**src/rtl/round_pkg.sv**
```systemverilog
// rtl/round_pkg.sv - shared state encoding and per-player field helpers for the round sequencer
package round_pkg;

    typedef enum logic [1:0] {
        S_IDLE      = 2'd0,
        S_PLAY      = 2'd1,
        S_REVEAL    = 2'd2,
        S_GAME_OVER = 2'd3
    } state_t;

    // Extracts field idx of width w (w <= 8) from a packed per-player vector.
    function automatic logic [7:0] get_field(input logic [63:0] vec, input int idx, input int w);
        logic [63:0] mask;
        mask = (64'd1 << w) - 64'd1;
        return 8'((vec >> (idx * w)) & mask);
    endfunction

endpackage

```
**src/rtl/sec_tick_gen.sv**
```systemverilog
// rtl/sec_tick_gen.sv - free-running prescaler producing a one-cycle tick every CLK_HZ cycles
module sec_tick_gen #(
    parameter int CLK_HZ = 25_000_000
) (
    input  logic clk,
    input  logic reset,
    input  logic clear,
    output logic tick
);

    localparam int CNT_W = (CLK_HZ > 1) ? $clog2(CLK_HZ) : 1;
    localparam logic [CNT_W-1:0] TERM = CNT_W'(CLK_HZ - 1);

    logic [CNT_W-1:0] cnt;

    always_ff @(posedge clk) begin
        if (reset || clear) begin
            cnt <= '0;
        end else if (cnt == TERM) begin
            cnt <= '0;
        end else begin
            cnt <= cnt + CNT_W'(1);
        end
    end

    // Tick depends only on the count so the clear path never loops back into it.
    assign tick = (cnt == TERM);

endmodule

```
**src/rtl/round_timer_ctrl.sv**
```systemverilog
// rtl/round_timer_ctrl.sv - round countdown, reveal pause, lives bookkeeping and game-over detection
module round_timer_ctrl
    import round_pkg::*;
#(
    parameter int NUM_PLAYERS      = 2,
    parameter int CLK_HZ           = 25_000_000,
    parameter int ROUND_SEC        = 5,
    parameter int PAUSE_SEC        = 1,
    parameter int LIVES            = 3,
    parameter int TIME_W           = 4,
    parameter int LIFE_W           = 2,
    parameter int POS_W            = 2,
    parameter int END_ON_FIRST_OUT = 1
) (
    input  logic                          clk,
    input  logic                          reset,
    input  logic                          start,
    input  logic [NUM_PLAYERS*POS_W-1:0]  player_pos,
    input  logic [NUM_PLAYERS*POS_W-1:0]  correct_door,
    output logic [TIME_W-1:0]             seconds_left,
    output logic                          time_up,
    output logic                          resume,
    output logic [NUM_PLAYERS*POS_W-1:0]  frozen_pos,
    output logic [NUM_PLAYERS*LIFE_W-1:0] lives,
    output logic [NUM_PLAYERS-1:0]        hit,
    output logic                          game_over,
    output logic [1:0]                    state
);

    localparam logic [TIME_W-1:0] ROUND_V = TIME_W'(ROUND_SEC);
    localparam logic [LIFE_W-1:0] LIVES_V = LIFE_W'(LIVES);
    localparam int PAUSE_W = (PAUSE_SEC > 1) ? $clog2(PAUSE_SEC) : 1;
    localparam logic [PAUSE_W-1:0] PAUSE_LAST = PAUSE_W'(PAUSE_SEC - 1);

    state_t cur_state, nxt_state;
    logic   sec_tick, tick_clear, eval, end_cond;
    logic [PAUSE_W-1:0]            pause_cnt;
    logic [NUM_PLAYERS-1:0]        hit_eval, alive_post;
    logic [NUM_PLAYERS*LIFE_W-1:0] lives_eval;

    sec_tick_gen #(.CLK_HZ(CLK_HZ)) u_sec_tick (
        .clk   (clk),
        .reset (reset),
        .clear (tick_clear),
        .tick  (sec_tick)
    );

    // Eliminated players neither score a hit nor lose further lives.
    for (genvar i = 0; i < NUM_PLAYERS; i++) begin : g_player
        logic [LIFE_W-1:0] cur_l;
        logic [POS_W-1:0]  pos_f, door_f;
        assign cur_l  = LIFE_W'(get_field(64'(lives), i, LIFE_W));
        assign pos_f  = POS_W'(get_field(64'(frozen_pos), i, POS_W));
        assign door_f = POS_W'(get_field(64'(correct_door), i, POS_W));
        assign hit_eval[i] = (cur_l != '0) && (pos_f == door_f);
        assign lives_eval[i*LIFE_W +: LIFE_W] =
            ((cur_l != '0) && !hit_eval[i]) ? cur_l - LIFE_W'(1) : cur_l;
        assign alive_post[i] = (lives_eval[i*LIFE_W +: LIFE_W] != '0);
    end

    always_comb begin
        end_cond = 1'b0;
        if (END_ON_FIRST_OUT != 0) begin
            end_cond = ~&alive_post;
        end else begin
            end_cond = ($countones(alive_post) <= 1);
        end
    end

    always_ff @(posedge clk) begin
        if (reset) begin
            cur_state <= S_IDLE;
        end else begin
            cur_state <= nxt_state;
        end
    end

    always_comb begin
        nxt_state = cur_state;
        eval      = 1'b0;
        case (cur_state)
            S_IDLE:      if (start) nxt_state = S_PLAY;
            S_PLAY:      if (sec_tick && seconds_left == TIME_W'(1)) nxt_state = S_REVEAL;
            S_REVEAL: begin
                if (sec_tick && pause_cnt == PAUSE_LAST) begin
                    eval      = 1'b1;
                    nxt_state = end_cond ? S_GAME_OVER : S_PLAY;
                end
            end
            S_GAME_OVER: if (start) nxt_state = S_PLAY;
            default:     nxt_state = S_IDLE;
        endcase
    end

    assign tick_clear = (nxt_state != cur_state);

    always_ff @(posedge clk) begin
        if (reset) begin
            seconds_left <= ROUND_V;
            lives        <= {NUM_PLAYERS{LIVES_V}};
            frozen_pos   <= '0;
            hit          <= '0;
            resume       <= 1'b0;
            pause_cnt    <= '0;
        end else begin
            resume <= eval;
            case (cur_state)
                S_IDLE: begin
                    seconds_left <= ROUND_V;
                    if (start) begin
                        lives <= {NUM_PLAYERS{LIVES_V}};
                        hit   <= '0;
                    end
                end
                S_PLAY: begin
                    pause_cnt <= '0;
                    if (sec_tick && seconds_left != '0) begin
                        seconds_left <= seconds_left - TIME_W'(1);
                        if (seconds_left == TIME_W'(1)) frozen_pos <= player_pos;
                    end
                end
                S_REVEAL: begin
                    if (eval) begin
                        hit   <= hit_eval;
                        lives <= lives_eval;
                        if (!end_cond) seconds_left <= ROUND_V;
                    end else if (sec_tick) begin
                        pause_cnt <= pause_cnt + PAUSE_W'(1);
                    end
                end
                S_GAME_OVER: begin
                    if (start) begin
                        lives        <= {NUM_PLAYERS{LIVES_V}};
                        hit          <= '0;
                        seconds_left <= ROUND_V;
                    end
                end
                default: ;
            endcase
        end
    end

    assign time_up   = (cur_state == S_REVEAL);
    assign game_over = (cur_state == S_GAME_OVER);
    assign state     = cur_state;

endmodule

```
**config.mk**
```make
export PLATFORM = sky130hd
export DESIGN_NAME = round_timer_ctrl
export DESIGN_NICKNAME = d
export VERILOG_FILES = /design/src/rtl/round_pkg.sv /design/src/rtl/sec_tick_gen.sv /design/src/rtl/round_timer_ctrl.sv
export SDC_FILE = /design/constraint.sdc
export NUM_CORES = 1
export LEC_CHECK = 0
export ABC_CLOCK_PERIOD_IN_PS = 2700
export CAP_MARGIN = 20
export CELL_PAD_IN_SITES_DETAIL_PLACEMENT = 0
export CELL_PAD_IN_SITES_GLOBAL_PLACEMENT = 1
export CORE_MARGIN = 1
export CORE_UTILIZATION = 41
export DETAILED_ROUTE_END_ITERATION = 7
export PLACE_DENSITY_LB_ADDON = 0.1
export SLEW_MARGIN = 20
export SYNTH_ARGS = -nofsm -noshare
export SYNTH_HDL_FRONTEND = slang
export SYNTH_SLANG_ARGS = --single-unit
export TNS_END_PERCENT = 30
```
**constraint.sdc**
```tcl
create_clock -name clk -period 2.7 [get_ports clk]
set_input_delay 0.405 -clock clk [delete_from_list [all_inputs] [get_ports clk]]
set_output_delay 0.405 -clock clk [all_outputs]
set_load 0.1 [all_outputs]
```
## Word level (Yosys, flattened, before mapping)

Index checks and enable logic that the tools add are counted.

| storage, ports and cells | value |
|---|---|
| flip-flop bits (word level) | 43 |
| input bits | 11 |
| output and inout bits | 19 |
| logic and storage cells | 77 |

| cells by class | value |
|---|---|
| $add $sub $neg | 5 |
| equal/unequal tests | 15 |
| muxes and demuxes | 23 |
| bitwise operators | 1 |
| reductions and logical operators | 25 |

Operators with widths:

| kind | count |
|---|---|
| $add A25 B1 Y25 const B | 1 |
| $eq A25 B25 Y1 const B | 1 |
| $mux W4 | 6 |
| $mux W2 | 8 |
| $pmux W4 S4 | 1 |
| $reduce_bool A2 Y1 | 6 |
| $reduce_and A3 Y1 | 3 |
| $ne A2 B1 Y1 const B | 4 |
| $pmux W4 S2 | 1 |
| $logic_and A1 B1 Y1 | 7 |
| $ne A2 B2 Y1 const B | 3 |
| $pmux W2 S3 | 1 |
| $eq A2 B2 Y1 | 2 |
| $eq A2 B2 Y1 const B | 2 |
| $eq A4 B1 Y1 const B | 1 |
| $mux W1 | 4 |
| $pmux W2 S2 | 1 |
| $reduce_and A4 Y1 | 1 |
| $reduce_bool A4 Y1 | 1 |
| $reduce_or A2 Y1 | 2 |
| $sub A2 B1 Y2 const B | 2 |
| $sub A4 B1 Y4 const B | 1 |
| $eq A2 B1 Y1 const B | 1 |
| $logic_not A1 Y1 | 2 |
| 7 further kinds | 7 |

## Depth between registers and ports, before layout

Gate-level depths: netlist of run 1.

| depth | value |
|---|---|
| depth after elaboration | 13 |
| depth in mapped cells | 9 |
| mapped depth without buffers | 7 |

## Cells and area by module

From an unflattened synthesis of run 1, not the netlist that was laid out.

| unflattened totals | value |
|---|---|
| cells, all modules | 268 |
| area, all modules | 2327.2 µm² |

By module, submodules not included:

| module | instances | cells an instance | area an instance (µm²) |
|---|---|---|---|
| sec_tick_gen | 1 | 133 | 1196.1 |
| round_timer_ctrl | 1 | 135 | 1131.1 |

## Worst setup path before layout of run 1

OpenSTA, ideal clock, no wires.

| path | value |
|---|---|
| kind | register -> register |
| start point | reg cur_state[1] (netlist: state[1]) |
| end point | reg u_sec_tick.cnt[10] |
| setup time | 117 ps |
| arrival | 3101 ps |
| slack | -519 ps |
| stages on the path, launching flop included | 9 |
| buffers on the path | 2 |
| clock period less this slack | 3219 ps |
| path through | dfxtp_1 ha_1 clkbuf_1 nor2_1 nor4_1 a21oi_1 o2111ai_2 buf_2 nor2_1 |

RTL lines:

| item | line | source |
|---|---|---|
| start: declaration | round_timer_ctrl.sv:35 | `state_t cur_state, nxt_state;` |
| start signal: assignment | round_timer_ctrl.sv:74 | `cur_state <= nxt_state;` |
| $eq A2 B2 Y1 | -- |  |
| via time_up | round_timer_ctrl.sv:21 | `output logic time_up,` |
| $pmux W2 S3 | round_timer_ctrl.sv:81 | `case (cur_state)` |
| $ne A2 B2 Y1 | round_timer_ctrl.sv:95 | `assign tick_clear = (nxt_state != cur_state);` |
| $logic_or A1 B1 Y1 | sec_tick_gen.sv:17 | `if (reset \|\| clear) begin` |
| $reduce_or A2 Y1 (no line) | -- |  |
| end signal: assignment | sec_tick_gen.sv:22 | `cnt <= cnt + CNT_W'(1);` |
| end: declaration | sec_tick_gen.sv:14 | `logic [CNT_W-1:0] cnt;` |

The timed path passes the listed nets, and every way through them passes these cells.
A chain may end at the register's enable or synchronous reset.

## Worst setup path in the final report of run 1

| path | value |
|---|---|
| start point | reg u_sec_tick.cnt[15] |
| end point | reg seconds_left[3] |

| between the ends | value |
|---|---|
| word-level cells in the longest chain between the ends | 6 |

Ends and longest elaborated chain:

| item | line | source |
|---|---|---|
| $eq A25 B25 Y1 (*) | sec_tick_gen.sv:27 | `assign tick = (cnt == TERM);` |
| $logic_and A1 B1 Y1 | round_timer_ctrl.sv:85 | `if (sec_tick && pause_cnt == PAUSE_LAST) begin` |
| $mux W1 | round_timer_ctrl.sv:85 |  |
| $mux W1 | round_timer_ctrl.sv:81 |  |
| $ne A2 B1 Y1 (no line) | -- |  |
| $reduce_and A4 Y1 (no line) (*) | -- |  |
| end signal: assignment | round_timer_ctrl.sv:118 | `seconds_left <= seconds_left - TIME_W'(1);` |
| end: declaration | round_timer_ctrl.sv:20 | `output logic [TIME_W-1:0] seconds_left,` |

Every way passes the cells marked *; elsewhere a longest branch is shown, timed or not.

==> results.sh, run 1 <==
export IMPL_leakagePower_nw=0.985
export IMPL_gp_congestion=0.757
export IMPL_crit_slowest_cell="or4b_4"
export IMPL_ctsLongestPathBuffers=2
export IMPL_postCtsSetupBuffers=0
export IMPL_io_buffers=29
export IMPL_crit_chain="or4b_4 -> nor4_4 -> nand3_2 -> o41a_1 -> or4_1 -> a21oi_1"
export IMPL_synthDistinctLibCells=45
export IMPL_arrival_ps=2790
export IMPL_layout_drive_gt1_share_pct=19.1
export IMPL_clk_pin_slew_ps=80
export IMPL_maxCapViolCount=0
export IMPL_hold_violations=0
export IMPL_initial_utilization_pct=43.0
export IMPL_synth_area_um2=2210
export IMPL_finalCritPeriodShare_pct=94.9
export IMPL_fmax_ghz=0.390
export IMPL_rsz0062_at_grt="false"
export IMPL_num_io_pins=30
export IMPL_nets=317
export IMPL_ys_warn_count=0
export IMPL_powerDensity_nw_per_um2=461
export IMPL_route_vias_total=1898
export IMPL_wl_per_cell_um=12.7
export IMPL_grt_pass1_vias=1738
export IMPL_first_pass_iters=4
export IMPL_crit_type="reg -> reg"
export IMPL_crit_path_start_kind="register"
export IMPL_required_ps=2930
export IMPL_cts_sinks=43
export IMPL_p_int_mw=0.898
export IMPL_root_buffer="clkbuf_8"
export IMPL_switchingPower_mw=0.350
export IMPL_worst_skew_pair_late_latency_ps=290
export IMPL_cts_buffers=5
export IMPL_vias_per_cell=5.14
export IMPL_grt_max_degree=26
export IMPL_p_comb_share_pct=15.0
export IMPL_drc=0
export IMPL_path_max_fanout=6
export IMPL_avgSynthCellArea_um2=8.54
export IMPL_cts_tree="yes"
export IMPL_die_area_um2=5690
export IMPL_antenna_cells=0
export IMPL_fin_ws_ps=139
export IMPL_die_w_um=75.4
export IMPL_worst_pin_slew_ps=504
export IMPL_place_hpwl_um=3430
export IMPL_end_kind="register"
export IMPL_ys_flop_type="dfxtp_1"
export IMPL_ys_ff_latch=43
export IMPL_hold_path_class="reg -> reg"
export IMPL_asyncSetResetFlopFracSynth_pct=0
export IMPL_fin_worst_skew_ps=6.30
export IMPL_wl_um=4700
export IMPL_area_delta_synth_final_pct=22.6
export IMPL_p_sw_share_pct=28.1
export IMPL_tns_ps=0
export IMPL_critPathBufInv=0
export IMPL_seqPwrFrac_pct=52.8
export IMPL_core_area_um2=5140
export IMPL_pre_cts_ws_ps=13.5
export IMPL_outcome="finished, final reports clean"
export IMPL_clock_power_share_pct=32.2
export IMPL_ir_drop_uv=317
export IMPL_ctsHtreeMaxLevel=2
export IMPL_crit_family="simple AND/OR/NAND/NOR gates"
export IMPL_setup_viol=0
export IMPL_synth_edf_count=0
export IMPL_rows=26
export IMPL_grt_overflow_total=0
export IMPL_grt_antenna_before_repair=0
export IMPL_gr_usage_all_layers_pct=18.4
export IMPL_postRouteAntennaNets=0
export IMPL_seq_area_frac_synth_pct=38.9
export IMPL_ctsHoldBuffers=0
export IMPL_syn_nets=278
export IMPL_finalCriticalPeriod_ps=2560
export IMPL_slew_viol_final=0
export IMPL_drtIter0Drc=78
export IMPL_grt_pass1_wl_um=7990
export IMPL_die_y_um=75.4
export IMPL_slew_headroom_pct=66.2
export IMPL_ctsResizeCount=0
export IMPL_synthCells=259
export IMPL_slowest_delay_ps=550
worst register-to-register path, delay by kind of cell, from the launching register on:
family | cells | cell delay [ps]
DFF | 1 | 350
and+or+nand+nor | 4 | 1460
AOI/OAI and AO/OA | 2 | 690
placed cells by master (no fill, tap or decap), drive strengths merged, types with 4 or more instances in the layout:
| cell type | instances |
|---|---|
| nand2 | 12 |
| inv | 14 |
| o21a | 5 |
| o21ai | 5 |
| buf | 31 |
| nor2b | 4 |
| xor2 | 12 |
| a21oi | 8 |
| mux2i | 4 |
| nand3 | 17 |
| clkbuf | 6 |
| dfxtp | 43 |
| xnor2 | 15 |
| nand4 | 8 |
| clkdlybuf4s50 | 10 |
| nor4 | 5 |
| ha | 8 |
| nor2 | 42 |
| nor3 | 9 |
registers in the layout, summed over array words and instances (netlist names):
register / cells
resume: 1
u_sec_tick.cnt: 25
seconds_left: 4
state: 2
lives: 4
pause_cnt: 1
frozen_pos: 4
hit: 2
layout make-up:
| class | instances | area [µm²] |
|---|---|---|
| clock buffer | 6 | 72.6 |
| clock inverter | 2 | 12.5 |
| fill | 517 | 2430 |
| inverter | 14 | 52.6 |
| multi-input combinational | 193 | 1270 |
| sequential | 43 | 873 |
| tap | 70 | 87.6 |
| timing repair buffer | 41 | 345 |
metrics by stage:
stage / cells / hold slack [ps] / utilization, % / cell area [µm²] / power, mW
floorplan: 259 / 430 / - / 2230 / 0.801
global placement: 361 / 448 / 51.1 / 2630 / 0.863
detailed placement: 361 / 452 / 51.1 / 2630 / 0.861
CTS: 369 / 472 / 52.7 / 2710 / 1.27
global route: 369 / 508 / 52.7 / 2710 / 1.31
finish: 369 / 466 / 52.7 / 2710 / 1.25
logic make-up after synthesis:
group | share of synthesized area [%]
XOR/XNOR | 10.7
adder cells (fa/ha/maj) | 4.53
AO/OA/AOI/OAI | 12.6
multiplexers | 1.81
AND/OR/NAND/NOR | 27.4
buffers and inverters | 4.02
flip-flops | 38.9
metal layers:
layer / part of all wire [%] / up-vias / GRT usage, %
li1: - / 989 / -
met1: 48 / 873 / 23.8
met2: 48 / 29 / 31.1
met3: 3.2 / 7 / 3.57
met4: 1.2 / 0 / 5.56
met5: 0 / - / 0
worst paths after layout:
kind / from / end / slack (ps) / cells after the start
setup / recovery: u_sec_tick.cnt[15]$_SDFF_PP0_ / seconds_left[3]$_SDFFE_PP0P_ / 140 / 6
hold / removal: u_sec_tick.cnt[0]$_SDFF_PP0_ / u_sec_tick.cnt[0]$_SDFF_PP0_ / 470 / 1
setup reg to reg: u_sec_tick.cnt[15]$_SDFF_PP0_ / seconds_left[3]$_SDFFE_PP0P_ / 140 / 6
hold reg to reg: u_sec_tick.cnt[0]$_SDFF_PP0_ / u_sec_tick.cnt[0]$_SDFF_PP0_ / 470 / 1
cell usage after synthesis (3+ instances only):
master    instances  area [µm²]
dfxtp_1          43         861
nor2_1           42         158
nand3_1          16        80.1
xnor2_1          15         131
inv_1            14        52.6
nand2_1          12        45.0
xor2_1           12         105
nor3_1            9        45.0
a21oi_1           8        40.0
ha_1              8         100
nand4_1           8        50.1
clkbuf_1          7        26.3
o21a_1            5        37.5
o21ai_0           5        25.0
mux2i_1           4        40.0
nor2b_1           4        25.0
nor4_1            4        25.0
a211oi_1          3        22.5
and3_1            3        18.8
nand2b_1          3        18.8
power groups by stage:
| stage | clock [mW] | sequential [mW] | combinational, mW |
|---|---|---|---|
| after detailed placement | 0 | 0.674 | 0.188 |
| after global routing | 0.442 | 0.661 | 0.207 |
| final | 0.402 | 0.659 | 0.188 |
| after CTS | 0.420 | 0.659 | 0.188 |
| after global placement | 0 | 0.674 | 0.190 |
| after floorplan | 0 | 0.706 | 0.0953 |
Note: power is estimated with default switching activity, not from simulation.
==> run 2: changes to the inputs <==
--- a/config.mk
+++ b/config.mk
@@ -5,12 +5,12 @@
 export SDC_FILE = /design/constraint.sdc
 export NUM_CORES = 1
 export LEC_CHECK = 0
-export ABC_CLOCK_PERIOD_IN_PS = 2700
+export ABC_CLOCK_PERIOD_IN_PS = 3300
 export CAP_MARGIN = 20
 export CELL_PAD_IN_SITES_DETAIL_PLACEMENT = 0
 export CELL_PAD_IN_SITES_GLOBAL_PLACEMENT = 1
 export CORE_MARGIN = 1
-export CORE_UTILIZATION = 41
+export CORE_UTILIZATION = 44
 export DETAILED_ROUTE_END_ITERATION = 7
 export PLACE_DENSITY_LB_ADDON = 0.1
 export SLEW_MARGIN = 20
==> constraint.sdc (replaced) <==
create_clock -name clk -period 3.3 [get_ports clk]
set_input_delay 0.495 -clock clk [delete_from_list [all_inputs] [get_ports clk]]
set_output_delay 0.495 -clock clk [all_outputs]
set_load 0.1 [all_outputs]
==> results.sh, run 2 (synthesis gave the netlist of run 1 again) <==
export IMPL_ir_drop_uv=293
export IMPL_r2r_cells=7
export IMPL_postRouteAntennaNets=0
export IMPL_tns_ps=0
export IMPL_p_int_mw=0.720
export IMPL_dp_cells=352
export IMPL_largest_register_ffs=25
export IMPL_gr_usage_all_layers_pct=18.2
export IMPL_startpoint="u_sec_tick.cnt[14]$_SDFF_PP0_"
export IMPL_cts_buffers=5
export IMPL_switchingPower_mw=0.269
export IMPL_nets=311
export IMPL_crit_type="reg -> reg"
export IMPL_die_area_um2=5310
export IMPL_die_w_um=72.9
export IMPL_final_cells=358
export IMPL_worst_skew_pair_late_latency_ps=290
export IMPL_finalCritPeriodShare_pct=82.1
export IMPL_gp_congestion=0.756
export IMPL_crit_path_start_kind="register"
export IMPL_initial_utilization_pct=46.2
export IMPL_layout_drive_gt1_share_pct=7.90
export IMPL_holdWs_ps=485
export IMPL_ctsLongestPathBuffers=2
export IMPL_first_pass_iters=6
export IMPL_fin_util_pct=55.5
export IMPL_ctsResizeCount=0
export IMPL_cts_tree="yes"
export IMPL_route_vias_total=1871
export IMPL_cts_sinks=43
export IMPL_slowest_delay_ps=550
export IMPL_postCtsSetupBuffers=0
export IMPL_rsz0062_at_grt="false"
export IMPL_wl_um=4520
export IMPL_clk_pin_slew_ps=70
export IMPL_core_area_um2=4790
export IMPL_crit_slowest_cell="o41a_1"
export IMPL_clock_power_share_pct=31.0
export IMPL_hold_path_class="reg -> reg"
export IMPL_path_max_fanout=25
export IMPL_slew_viol_final=0
export IMPL_cp_endpoint="u_sec_tick.cnt[19]$_SDFF_PP0_"
export IMPL_grt_pass1_wl_um=7450
export IMPL_drc=0
export IMPL_end_kind="register"
export IMPL_required_ps=3470
export IMPL_powerDensity_nw_per_um2=373
export IMPL_ctsHoldBuffers=0
export IMPL_r2r_slack_ps=590
export IMPL_top_register="u_sec_tick.cnt"
export IMPL_io_buffers=29
export IMPL_root_buffer="clkbuf_8"
export IMPL_hold_violations=0
export IMPL_grt_pass1_vias=1623
export IMPL_final_cell_mix="dfxtp_1 (43), nor2_1 (42), clkdlybuf4s50_1 (24)"
export IMPL_p_comb_share_pct=14.6
export IMPL_grt_overflow_total=0
export IMPL_vias_per_cell=5.23
export IMPL_maxCapViolCount=0
export IMPL_finalCriticalPeriod_ps=2710
export IMPL_p_sw_share_pct=27.2
export IMPL_area_delta_synth_final_pct=20.0
export IMPL_ctsHtreeMaxLevel=2
export IMPL_slew_headroom_pct=34.8
export IMPL_rows=25
export IMPL_outcome="finished, final reports clean"
export IMPL_place_hpwl_um=3320
export IMPL_grt_antenna_before_repair=0
export IMPL_fmax_ghz=0.369
export IMPL_seqPwrFrac_pct=54.4
export IMPL_grt_max_degree=26
export IMPL_fin_worst_skew_ps=11.6
export IMPL_drtIter0Drc=45
export IMPL_arrival_ps=2870
export IMPL_setup_viol=0
export IMPL_leakagePower_nw=0.928
export IMPL_worst_pin_slew_ps=975
export IMPL_crit_chain="or4b_4 -> nor4_4 -> nand3_2 -> o41a_1 -> o2111ai_2 -> buf_4 -> nor2_1"
export IMPL_die_y_um=72.9
export IMPL_layout_commonest_cell="dfxtp_1"
export IMPL_antenna_cells=0
export IMPL_wl_per_cell_um=12.6
export IMPL_rr_startpoint="u_sec_tick.cnt[14]$_SDFF_PP0_"
export IMPL_dpl_cell_area_um2=2580
export IMPL_num_io_pins=30
export IMPL_fin_area_um2=2650
export IMPL_rr_endpoint="u_sec_tick.cnt[19]$_SDFF_PP0_"
## run 2: cell types whose count changed in the layout (fill, tap and decap cells not counted), sizes merged
cell           change
clkinv             -1
clkinvlp           -1
buf               -20
clkdlybuf4s50     +14
## run 2: power by group through the flow
stage	Combinational [mW]	Clock (mW)	Sequential, mW
final	0.144	0.307	0.539
after global routing	0.158	0.343	0.540
after CTS	0.145	0.321	0.538
after detailed placement	0.144	0	0.550
after global placement	0.144	0	0.550
after floorplan	0.0780	0	0.577
## run 2: area by class of cell
| type | instances | area [µm²] |
|---|---|---|
| Clock buffer | 6 | 72.6 |
| Fill cell | 484 | 2130 |
| Inverter | 14 | 52.6 |
| Multi-Input combinational cell | 193 | 1260 |
| Sequential cell | 43 | 861 |
| Tap cell | 67 | 83.8 |
| Timing Repair Buffer | 35 | 323 |
## run 2: worst min path at each step
stage                            startpoint  slack [ps]                      endpoint  cells past startpoint
2_1_floorplan  u_sec_tick.cnt[0]$_SDFF_PP0_         430  u_sec_tick.cnt[0]$_SDFF_PP0_                      1
3_3_place_gp   u_sec_tick.cnt[0]$_SDFF_PP0_         450  u_sec_tick.cnt[0]$_SDFF_PP0_                      1
3_5_place_dp   u_sec_tick.cnt[0]$_SDFF_PP0_         460  u_sec_tick.cnt[0]$_SDFF_PP0_                      1
4_1_cts        u_sec_tick.cnt[0]$_SDFF_PP0_         470  u_sec_tick.cnt[0]$_SDFF_PP0_                      1
5_1_grt        u_sec_tick.cnt[0]$_SDFF_PP0_         500  u_sec_tick.cnt[0]$_SDFF_PP0_                      1
6_report       u_sec_tick.cnt[0]$_SDFF_PP0_         490  u_sec_tick.cnt[0]$_SDFF_PP0_                      1
## run 2: worst max-delay path, delay by kind of cell, from the launching register on
family | cells | cell delay (ps)
AND/OR/NAND/NOR | 4 | 1110
AO/OA/AOI/OAI | 2 | 770
flip-flops | 1 | 400
buffers and inverters | 1 | 300
## run 2: metrics by stage
| step | power (mW) | setup slack [ps] |
|---|---|---|
| floorplan | 0.655 | 81.5 |
| global route | 1.04 | 464 |
| CTS | 1.00 | 590 |
| finish | 0.989 | 592 |
| detailed placement | 0.695 | 467 |
| global placement | 0.694 | 526 |
## run 2: layer usage
layer	share of wire, %	up-vias	global-route usage [%]	routed length (µm)
li1	-	971	-	-
met1	48	856	22.7	2190
met2	46	37	30.1	2080
met3	3.6	7	4.56	163
met4	2.0	0	7.41	90
met5	0	-	0	0
==> run 3: changes to the inputs <==
--- a/config.mk
+++ b/config.mk
@@ -5,12 +5,12 @@
 export SDC_FILE = /design/constraint.sdc
 export NUM_CORES = 1
 export LEC_CHECK = 0
-export ABC_CLOCK_PERIOD_IN_PS = 3300
+export ABC_CLOCK_PERIOD_IN_PS = 2820
 export CAP_MARGIN = 20
 export CELL_PAD_IN_SITES_DETAIL_PLACEMENT = 0
 export CELL_PAD_IN_SITES_GLOBAL_PLACEMENT = 1
 export CORE_MARGIN = 1
-export CORE_UTILIZATION = 44
+export CORE_UTILIZATION = 41
 export DETAILED_ROUTE_END_ITERATION = 7
 export PLACE_DENSITY_LB_ADDON = 0.1
 export SLEW_MARGIN = 20
==> constraint.sdc (replaced) <==
create_clock -name clk -period 2.82 [get_ports clk]
set_input_delay 0.423 -clock clk [delete_from_list [all_inputs] [get_ports clk]]
set_output_delay 0.423 -clock clk [all_outputs]
set_load 0.1 [all_outputs]
==> results.sh, run 3 (synthesis gave the netlist of run 1 again) <==
export IMPL_hold_path_class="reg -> reg"
export IMPL_busiest_layer="met1"
export IMPL_crit_type="reg -> reg"
export IMPL_required_ps=3040
export IMPL_area_delta_synth_final_pct=21.2
export IMPL_gr_usage_all_layers_pct=17.2
export IMPL_hold_violations=0
export IMPL_ctsHoldBuffers=0
export IMPL_slowest_delay_ps=550
export IMPL_use_met3_pct=2.78
export IMPL_first_pass_iters=4
export IMPL_crit_path_start_kind="register"
export IMPL_die_area_um2=5690
export IMPL_fmax_ghz=0.388
export IMPL_worst_pin_slew_ps=567
export IMPL_outcome="finished, final reports clean"
export IMPL_slew_headroom_pct=62.0
export IMPL_die_w_um=75.4
export IMPL_crit_slowest_cell="or4b_4"
export IMPL_grt_max_degree=26
export IMPL_initial_utilization_pct=43.0
export IMPL_use_met1_pct=26.0
export IMPL_final_cell_mix="nor2_1 (42), dfxtp_1 (38), buf_4 (27)"
export IMPL_largest_register_ffs=25
export IMPL_setup_viol=0
export IMPL_layout_drive_gt1_share_pct=16.6
export IMPL_finalCriticalPeriod_ps=2580
export IMPL_root_buffer="clkbuf_8"
export IMPL_final_cells=365
export IMPL_ctsLongestPathBuffers=2
export IMPL_tns_ps=0
export IMPL_antenna_cells=0
export IMPL_grt_antenna_before_repair=0
export IMPL_route_vias_total=1863
export IMPL_rows=26
export IMPL_drc=0
export IMPL_fin_area_um2=2680
export IMPL_top_register="u_sec_tick.cnt"
export IMPL_powerDensity_nw_per_um2=443
export IMPL_holdWs_ps=473
export IMPL_postRouteAntennaNets=0
export IMPL_fillers=521
export IMPL_pre_cts_ws_ps=86.9
export IMPL_num_io_pins=30
export IMPL_layout_commonest_cell="nor2_1"
export IMPL_clk_pin_slew_ps=80
export IMPL_wl_um=4690
export IMPL_fin_util_pct=52.1
export IMPL_ctsResizeCount=0
export IMPL_leakagePower_nw=0.969
export IMPL_worst_skew_pair_late_latency_ps=290
export IMPL_finalCritPeriodShare_pct=91.5
export IMPL_grt_pass1_vias=1581
export IMPL_crit_chain="or4b_4 -> nor4_4 -> nand3_2 -> o41a_1 -> or4_1 -> a21oi_1"
export IMPL_place_hpwl_um=3500
export IMPL_postCtsSetupBuffers=0
export IMPL_ctsHtreeMaxLevel=2
export IMPL_drtIter0Drc=89
export IMPL_total_power_mw=1.19
export IMPL_dpl_cell_area_um2=2600
export IMPL_wl_per_cell_um=12.8
export IMPL_rsz0062_at_grt="false"
export IMPL_dp_cells=358
export IMPL_fin_ws_ps=239
export IMPL_vias_per_cell=5.10
export IMPL_arrival_ps=2810
export IMPL_grt_pass1_wl_um=7390
export IMPL_cts_buffers=5
export IMPL_path_max_fanout=6
export IMPL_grt_overflow_total=0
export IMPL_cts_sinks=43
export IMPL_io_buffers=29
export IMPL_end_kind="register"
export IMPL_maxCapViolCount=0
export IMPL_grtUsageMet2_pct=24.6
export IMPL_cts_tree="yes"
export IMPL_gp_congestion=0.769
export IMPL_slew_viol_final=0
export IMPL_core_area_um2=5140
export IMPL_fin_worst_skew_ps=4.63
export IMPL_nets=314
export IMPL_die_y_um=75.4
export IMPL_ir_drop_uv=241
-- run 3: cell types whose count changed in the layout (fill, tap and decap cells not counted) --
cell             change
buf_4               +16
clkdlybuf4s50_1     -14
dfxtp_1              -5
dfxtp_2              +5
ha_1                 -2
ha_2                 +2
buf_12               +1
clkbuf_1             -1
clkinv_2             +1
clkinv_4             +1
-- run 3: layout make-up --
type                    instances  area [µm²]  area share (%)
inverters                      14        52.6            1.96
flip-flops and latches         43         867            32.4
clock inverters                 2        13.8           0.514
multi-input cells             193        1270            47.3
repair buffers                 38         323            12.1
clock buffers                   5        68.8            2.57
well taps                      70        87.6            3.27
-- run 3: path summary, 6_finish.rpt --
path / cells past startpoint / endpoint / from / slack [ps]
worst max-delay path: 6 / seconds_left[3]$_SDFFE_PP0P_ / u_sec_tick.cnt[15]$_SDFF_PP0_ / 240
worst min-delay path: 2 / hit[0]$_SDFFE_PP0P_ / hit[0]$_SDFFE_PP0P_ / 470
worst max register to register: 6 / seconds_left[3]$_SDFFE_PP0P_ / u_sec_tick.cnt[15]$_SDFF_PP0_ / 240
worst min register to register: 2 / hit[0]$_SDFFE_PP0P_ / hit[0]$_SDFFE_PP0P_ / 470
-- run 3: layer usage --
| layer | vias to the layer above | part of all wire [%] |
|---|---|---|
| met4 | 0 | 1.2 |
| met5 | - | 0 |
| met3 | 4 | 3.6 |
| met1 | 846 | 54 |
| li1 | 982 | - |
| met2 | 31 | 41 |
-- run 3: report_power, final --
group | internal [mW] | switching (mW) | total [mW]
registers | 0.617 | 0.0125 | 0.630
logic | 0.0659 | 0.111 | 0.177
clock network | 0.170 | 0.212 | 0.381
-- run 3: worst max-delay path, delay by kind of cell (launching register included) --
family             cells  cell delay (ps)
and+or+nand+nor        4             1480
DFF                    1              350
AOI/OAI and AO/OA      2              690
